<file path="src/rtl/ltc2387_adc_interface_if.sv">
`timescale 1ns/1ps
// Pin-level and result bundle between the LTC2387 controller (master)
// and the ADC pins / acquisition logic (slave).
interface ltc2387_adc_interface_if #(
  parameter int ADC_WIDTH = 18
);
  logic                 cnv;
  logic                 clk;
  logic                 tl;
  logic                 dco;
  logic                 da;
  logic                 db;
  logic [ADC_WIDTH-1:0] adc_data_out;
  logic                 adc_data_valid;

  modport master (
    output cnv, clk, tl, adc_data_out, adc_data_valid,
    input  dco, da, db
  );

  modport slave (
    input  cnv, clk, tl, adc_data_out, adc_data_valid,
    output dco, da, db
  );
endinterface

</file>
<file path="src/rtl/ltc2387_adc_interface.sv">
`timescale 1ns/1ps
// LTC2387 two-lane DDR controller: drives CNV and a gated CLK burst, then
// assembles the DCO-qualified DA/DB lanes into a parallel word.
module ltc2387_adc_interface #(
  parameter int ADC_WIDTH       = 18,
  parameter int SYS_CLK_FREQ    = 200_000_000,
  parameter int T_FIRSTCLK      = int'((64'd65 * 64'(SYS_CLK_FREQ)) / 64'd1_000_000_000),
  parameter int CNV_HIGH_CYCLES = 2,
  parameter int TIMEOUT_CYCLES  = 16
) (
  input  logic                   sys_clk_int,
  input  logic                   reset_int,
  input  logic                   data_clk_int,
  input  logic                   trig_int,
  ltc2387_adc_interface_if.master adc
);

  localparam int HALF       = ADC_WIDTH / 2;
  localparam int CLK_CYCLES = 4 * ((ADC_WIDTH + 3) / 4);
  localparam int MAX_A      = (T_FIRSTCLK > CLK_CYCLES) ? T_FIRSTCLK : CLK_CYCLES;
  localparam int CNT_MAX    = (MAX_A > TIMEOUT_CYCLES) ? MAX_A : TIMEOUT_CYCLES;
  localparam int CNT_W      = $clog2(CNT_MAX + 1);
  localparam int EV_W       = $clog2(HALF + 1);

  typedef enum logic [2:0] {
    IDLE       = 3'd0,
    CNV_HIGH   = 3'd1,
    WAIT_FIRST = 3'd2,
    CLOCKING   = 3'd3,
    WAIT_DATA  = 3'd4,
    DONE       = 3'd5
  } state_t;

  // dco[2] is the extra stage behind the 2-FF chain, used only for edge detection.
  typedef struct packed {
    logic       trig;
    logic       trig_prev;
    logic [2:0] dco;
    logic [1:0] da;
    logic [1:0] db;
  } cond_t;

  // Same net as sys_clk_int; kept only for pin compatibility.
  logic unused_data_clk;
  assign unused_data_clk = data_clk_int;

  cond_t                cond_q, cond_d;
  state_t               state_q, state_d;
  logic [CNT_W-1:0]     cnt_q, cnt_d;
  logic [EV_W-1:0]      ev_cnt_q, ev_cnt_d;
  logic [ADC_WIDTH-1:0] shift_q, shift_d;
  logic [ADC_WIDTH-1:0] data_q, data_d;
  logic                 valid_q, valid_d;
  logic                 cnv_q, cnv_d;
  logic                 clk_q, clk_d;
  logic                 start;
  logic                 capture;

  always_comb begin
    cond_d.trig      = trig_int;
    cond_d.trig_prev = cond_q.trig;
    cond_d.dco       = {cond_q.dco[1:0], adc.dco};
    cond_d.da        = {cond_q.da[0], adc.da};
    cond_d.db        = {cond_q.db[0], adc.db};
  end

  assign start   = cond_q.trig & ~cond_q.trig_prev;
  assign capture = cond_q.dco[1] ^ cond_q.dco[2];

  always_comb begin
    // NOTE: every output of this block gets a default first so no path can infer a latch.
    state_d  = state_q;
    cnt_d    = cnt_q + CNT_W'(1);
    ev_cnt_d = ev_cnt_q;
    shift_d  = shift_q;
    data_d   = data_q;
    valid_d  = 1'b0;

    if (capture && (state_q != IDLE) && (ev_cnt_q < EV_W'(HALF))) begin
      shift_d  = {shift_q[ADC_WIDTH-3:0], cond_q.da[1], cond_q.db[1]};
      ev_cnt_d = ev_cnt_q + EV_W'(1);
    end

    unique case (state_q)
      IDLE: begin
        cnt_d = '0;
        if (start) begin
          state_d  = CNV_HIGH;
          ev_cnt_d = '0;
        end
      end
      CNV_HIGH: begin
        if (cnt_q == CNT_W'(CNV_HIGH_CYCLES - 1)) state_d = WAIT_FIRST;
      end
      WAIT_FIRST: begin
        if (cnt_q == CNT_W'(T_FIRSTCLK - 1)) begin
          state_d = CLOCKING;
          cnt_d   = '0;
        end
      end
      CLOCKING: begin
        if (cnt_q == CNT_W'(CLK_CYCLES - 1)) begin
          state_d = WAIT_DATA;
          cnt_d   = '0;
        end
      end
      WAIT_DATA: begin
        if (ev_cnt_q == EV_W'(HALF))                  state_d = DONE;
        else if (cnt_q == CNT_W'(TIMEOUT_CYCLES - 1)) state_d = IDLE;
      end
      DONE:    state_d = IDLE;
      default: state_d = IDLE;
    endcase

    // Pin outputs decode the next state so they leave a flop, free of decode glitches.
    cnv_d = (state_d == CNV_HIGH);
    clk_d = (state_d == CLOCKING) && !cnt_d[1];
    if (state_d == DONE) begin
      data_d  = shift_q;
      valid_d = 1'b1;
    end
  end

  // NOTE: sequential state uses non-blocking assignments only, so every flop samples pre-edge values.
  always_ff @(posedge sys_clk_int or posedge reset_int) begin
    if (reset_int) begin
      cond_q   <= '0;
      state_q  <= IDLE;
      cnt_q    <= '0;
      ev_cnt_q <= '0;
      shift_q  <= '0;
      data_q   <= '0;
      valid_q  <= 1'b0;
      cnv_q    <= 1'b0;
      clk_q    <= 1'b0;
    end else begin
      cond_q   <= cond_d;
      state_q  <= state_d;
      cnt_q    <= cnt_d;
      ev_cnt_q <= ev_cnt_d;
      shift_q  <= shift_d;
      data_q   <= data_d;
      valid_q  <= valid_d;
      cnv_q    <= cnv_d;
      clk_q    <= clk_d;
    end
  end

  assign adc.cnv            = cnv_q;
  assign adc.clk            = clk_q;
  assign adc.tl             = 1'b1;
  assign adc.adc_data_out   = data_q;
  assign adc.adc_data_valid = valid_q;

endmodule

</file>
<file path="src/flat_wrapper.sv">
// flat-port wrapper written by rule: the top's interface ports become plain ports
module ltc2387_adc_interface_flat 
#(
  parameter int ADC_WIDTH       = 18,
  parameter int SYS_CLK_FREQ    = 200_000_000,
  parameter int T_FIRSTCLK      = int'((64'd65 * 64'(SYS_CLK_FREQ)) / 64'd1_000_000_000),
  parameter int CNV_HIGH_CYCLES = 2,
  parameter int TIMEOUT_CYCLES  = 16
)
  (sys_clk_int, reset_int, data_clk_int, trig_int, adc_cnv, adc_clk, adc_tl, adc_adc_data_out, adc_adc_data_valid, adc_dco, adc_da, adc_db);
  ltc2387_adc_interface_if #(.ADC_WIDTH(ADC_WIDTH)) adc_i ();
  input  logic sys_clk_int;
  input  logic reset_int;
  input  logic data_clk_int;
  input  logic trig_int;
  output wire logic [$bits(adc_i.cnv)-1:0] adc_cnv;
  output wire logic [$bits(adc_i.clk)-1:0] adc_clk;
  output wire logic [$bits(adc_i.tl)-1:0] adc_tl;
  output wire logic [$bits(adc_i.adc_data_out)-1:0] adc_adc_data_out;
  output wire logic [$bits(adc_i.adc_data_valid)-1:0] adc_adc_data_valid;
  input wire logic [$bits(adc_i.dco)-1:0] adc_dco;
  input wire logic [$bits(adc_i.da)-1:0] adc_da;
  input wire logic [$bits(adc_i.db)-1:0] adc_db;
  assign adc_cnv = adc_i.cnv;
  assign adc_clk = adc_i.clk;
  assign adc_tl = adc_i.tl;
  assign adc_adc_data_out = adc_i.adc_data_out;
  assign adc_adc_data_valid = adc_i.adc_data_valid;
  assign adc_i.dco = adc_dco;
  assign adc_i.da = adc_da;
  assign adc_i.db = adc_db;
  ltc2387_adc_interface #(.ADC_WIDTH(ADC_WIDTH), .SYS_CLK_FREQ(SYS_CLK_FREQ), .T_FIRSTCLK(T_FIRSTCLK), .CNV_HIGH_CYCLES(CNV_HIGH_CYCLES), .TIMEOUT_CYCLES(TIMEOUT_CYCLES)) u_core (.sys_clk_int(sys_clk_int), .reset_int(reset_int), .data_clk_int(data_clk_int), .trig_int(trig_int), .adc(adc_i));
endmodule
</file>
<file path="config.mk">
export PLATFORM = sky130hd
export DESIGN_NAME = ltc2387_adc_interface_flat
export DESIGN_NICKNAME = d
export VERILOG_FILES = /design/src/rtl/ltc2387_adc_interface_if.sv /design/src/rtl/ltc2387_adc_interface.sv /design/src/flat_wrapper.sv
export SDC_FILE = /design/constraint.sdc
export NUM_CORES = 1
export LEC_CHECK = 0
export ABC_AREA = 0
export CAP_MARGIN = 40
export CORE_MARGIN = 2
export CORE_UTILIZATION = 40
export CTS_BUF_LIST = sky130_fd_sc_hd__clkbuf_8
export DETAILED_ROUTE_END_ITERATION = 8
export PLACE_DENSITY = 0.68
export SLEW_MARGIN = 20
export SYNTH_ARGS = -nofsm -noshare
export SYNTH_HDL_FRONTEND = slang
export SYNTH_SLANG_ARGS = --single-unit
</file>
<file path="constraint.sdc">
create_clock -name sys_clk_int -period 2.3 [get_ports sys_clk_int]
set_clock_uncertainty 0.05 [all_clocks]
set_input_delay 0.46 -clock sys_clk_int [delete_from_list [all_inputs] [get_ports sys_clk_int]]
set_output_delay 0.46 -clock sys_clk_int [all_outputs]
set_load 0.05 [all_outputs]
</file>
==> results.sh <==
export IMPL_drv_cap=0
export IMPL_rsz0062_at_grt="false"
export IMPL_yosys_area_top_type="dfrtp_1"
export IMPL_drive_above_1_share_pct=26.87
export IMPL_max_freq_mhz=497.3
export IMPL_finalPower_mw=3.388
export IMPL_cts_max_level=3
export IMPL_period_minus_slack_ps=2011
export IMPL_cts_tree="built"
export IMPL_grt_pass1_wl_mm=6.292
export IMPL_ant_nets=0
export IMPL_synthCells=164
export IMPL_core_area_sq_mm=0.005956
export IMPL_slew_viol_final=0
export IMPL_postCtsSetupRepairBufs=0
export IMPL_syn_num_nets=178
export IMPL_io_buffers=26
export IMPL_synth_common_cells="dfrtp_1 (60), mux2_2 (19), mux2_4 (17), inv_1 (9), ha_1 (7)"
export IMPL_num_rows=28
export IMPL_hp_class="flip-flop to flip-flop"
export IMPL_cts_resized=0
export IMPL_critPathCaptureType="primary output"
export IMPL_max_stage_delay_ps=800
export IMPL_grt_pass1_vias=1335
export IMPL_cts_root_buf="clkbuf_8"
export IMPL_worst_path_max_fanout=2
export IMPL_synthesis_area_sq_mm=0.002480
export IMPL_antenna_found_initial=0
export IMPL_routed_via_density=4.975
export IMPL_relSlewSlack_pct=54.83
export IMPL_setup_viol=0
export IMPL_boundaryPins=29
export IMPL_ir_drop_v=0.0004513
export IMPL_netlist_top_cells_area="dfrtp_1 (61%), mux2_4 (10%), mux2_2 (8.6%)"
export IMPL_dieArea_sq_mm=0.006846
export IMPL_ys_seq_elements=60
export IMPL_clock_sinks=60
export IMPL_fin_crit_sh_pct=87.43
export IMPL_cts_buffer_depth=2
export IMPL_ys_seq_area_share_pct=60.54
export IMPL_worstPathCellList="clkdlybuf4s50_1"
export IMPL_final_hold_violation_count=0
export IMPL_worst_path_max_delay_cell="clkdlybuf4s50_1"
export IMPL_drt_first_pass_iters=4
export IMPL_synth_most_common_cell="dfrtp_1"
export IMPL_worstSetupPathType="flip-flop to primary output"
export IMPL_cellPowerDensity_mw_per_mm2=1135
export IMPL_syn2layout_area_growth_pct=20.33
export IMPL_vias=1373
export IMPL_start_kind="flip-flop"
export IMPL_crit_family="buffers and inverters"
export IMPL_final_nets=210
export IMPL_yosysTopAreaCellShare_pct=60.54
export IMPL_fin_setup_tns_ps=0
export IMPL_dp_hpwl_mm=2.284
export IMPL_insertion_delay_ps=340
export IMPL_drc=0
export IMPL_overflow=0
export IMPL_die_h_microns=82.74
export IMPL_run_status="finished clean"
export IMPL_clk_pin_slew_worst_paths_ps=60
export IMPL_antenna_cells=0
export IMPL_initial_core_util_pct=41.64
export IMPL_synth_edff_count=0
export IMPL_synth_ff_type="dfrtp_1"
export IMPL_wl_per_cell_microns=13.36
export IMPL_die_x_microns=82.74
export IMPL_power_leakage_nw=1.436
export IMPL_synthArstFlopShare_pct=100.0
export IMPL_wl_mm=3.688
export IMPL_postCtsHoldBufs=0
export IMPL_yosys_warnings=0
export IMPL_grt_usage_pct=13.06
export IMPL_synth_cell_type_count=38
export IMPL_required_ps=1790
export IMPL_synth_area_per_cell_sq_um=15.12
export IMPL_grt_max_degree=61
export IMPL_cts_made_buffers=9
export IMPL_critPathArrivalTime_ps=1500
export IMPL_drt_iter0_markers=75
export IMPL_gp_congestion=0.7436
export IMPL_crit_buf_inv=1
export IMPL_worstMarginPinSlew_ps=673.5
[placed cells by master, fill, tap and decap left out, drive strengths merged, types with 4 or more instances in the layout]
cell and instances:
mux2i 4, clkdlybuf4s50 26, dfrtp 60, nor3 4, inv 14, mux2 36
clkbuf 9, ha 7
[final timing paths]
kind                                                 start                           to  slack [ps]  depth (start not counted)
worst max-delay path            u_core.adc.adc_data_out[6]          adc_adc_data_out[6]         290                          1
worst min-delay path                      u_core.cond_d[5]             u_core.cond_d[6]         300                          0
min in group asynchronous                        reset_int  u_core.adc.adc_data_out[14]         440                          3
max in group asynchronous                        reset_int           u_core.ev_cnt_q[2]        1500                          3
worst min register to register            u_core.cond_d[5]             u_core.cond_d[6]         300                          0
worst max register to register          u_core.ev_cnt_q[1]  u_core.adc.adc_data_out[11]         420                          5
[flip-flops by register name (all words and copies together) (netlist names)]
register                   flops
u_core.shift_q                18
u_core.cond_q                  4
u_core.cond_d                  5
u_core.state_q                 3
u_core.adc.adc_data_out       18
u_core.adc.clk                 1
u_core.adc.adc_data_valid      1
u_core.ev_cnt_q                4
u_core.cnt_q                   5
u_core.adc.cnv                 1
[layer usage]
metal | global-route usage [%] | routed length (microns) | up-vias
li1 | - | - | 641
met1 | 17.09 | 1751 | 690
met2 | 17.42 | 1651 | 32
met3 | 4.891 | 154 | 10
met4 | 9.672 | 132 | 0
met5 | 0 | 0 | -
[layout make-up]
| type | instances | area, sq um |
|---|---|---|
| Tap cell | 75 | 93.84 |
| Sequential cell | 60 | 1501 |
| Clock buffer | 9 | 123.9 |
| Multi-Input combinational cell | 88 | 889.6 |
| Inverter | 9 | 33.78 |
| Fill cell | 518 | 2972 |
| Clock inverter | 7 | 53.80 |
| Timing Repair Buffer | 28 | 287.8 |
[metrics by stage]
| stage | cell area, sq um | util [%] | cells | hold slack (ps) | setup WS (ps) |
|---|---|---|---|---|---|
| floorplan | 2480 | - | 164 | 281.2 | 305.3 |
| detailed placement | 2806 | 47.12 | 260 | 284.7 | 424.5 |
| global route | 2984 | 50.11 | 276 | 302.9 | 234.4 |
| CTS | 2984 | 50.11 | 276 | 298.8 | 256.4 |
| finish | 2984 | 50.11 | 276 | 296.6 | 289.1 |
| global placement | 2806 | 47.12 | 260 | 283.6 | 417.0 |
[power breakdown]
part | internal, mW | switching, mW
logic | 0.563 | 0.374
clock network | 0.478 | 0.379
registers | 1.34 | 0.254
total | 2.38 | 1.01
[logic make-up after synthesis]
| group | share of synthesized area, % |
|---|---|
| and+or+nand+nor | 6.408 |
| DFF | 60.54 |
| buffers and inverters | 3.582 |
| adders and majority gates | 3.532 |
| AOI/OAI and AO/OA | 4.188 |
| other | 0.1512 |
| xor gates and xnor gates | 1.060 |
| muxes | 20.53 |
Power figures use the tool's default switching activity.
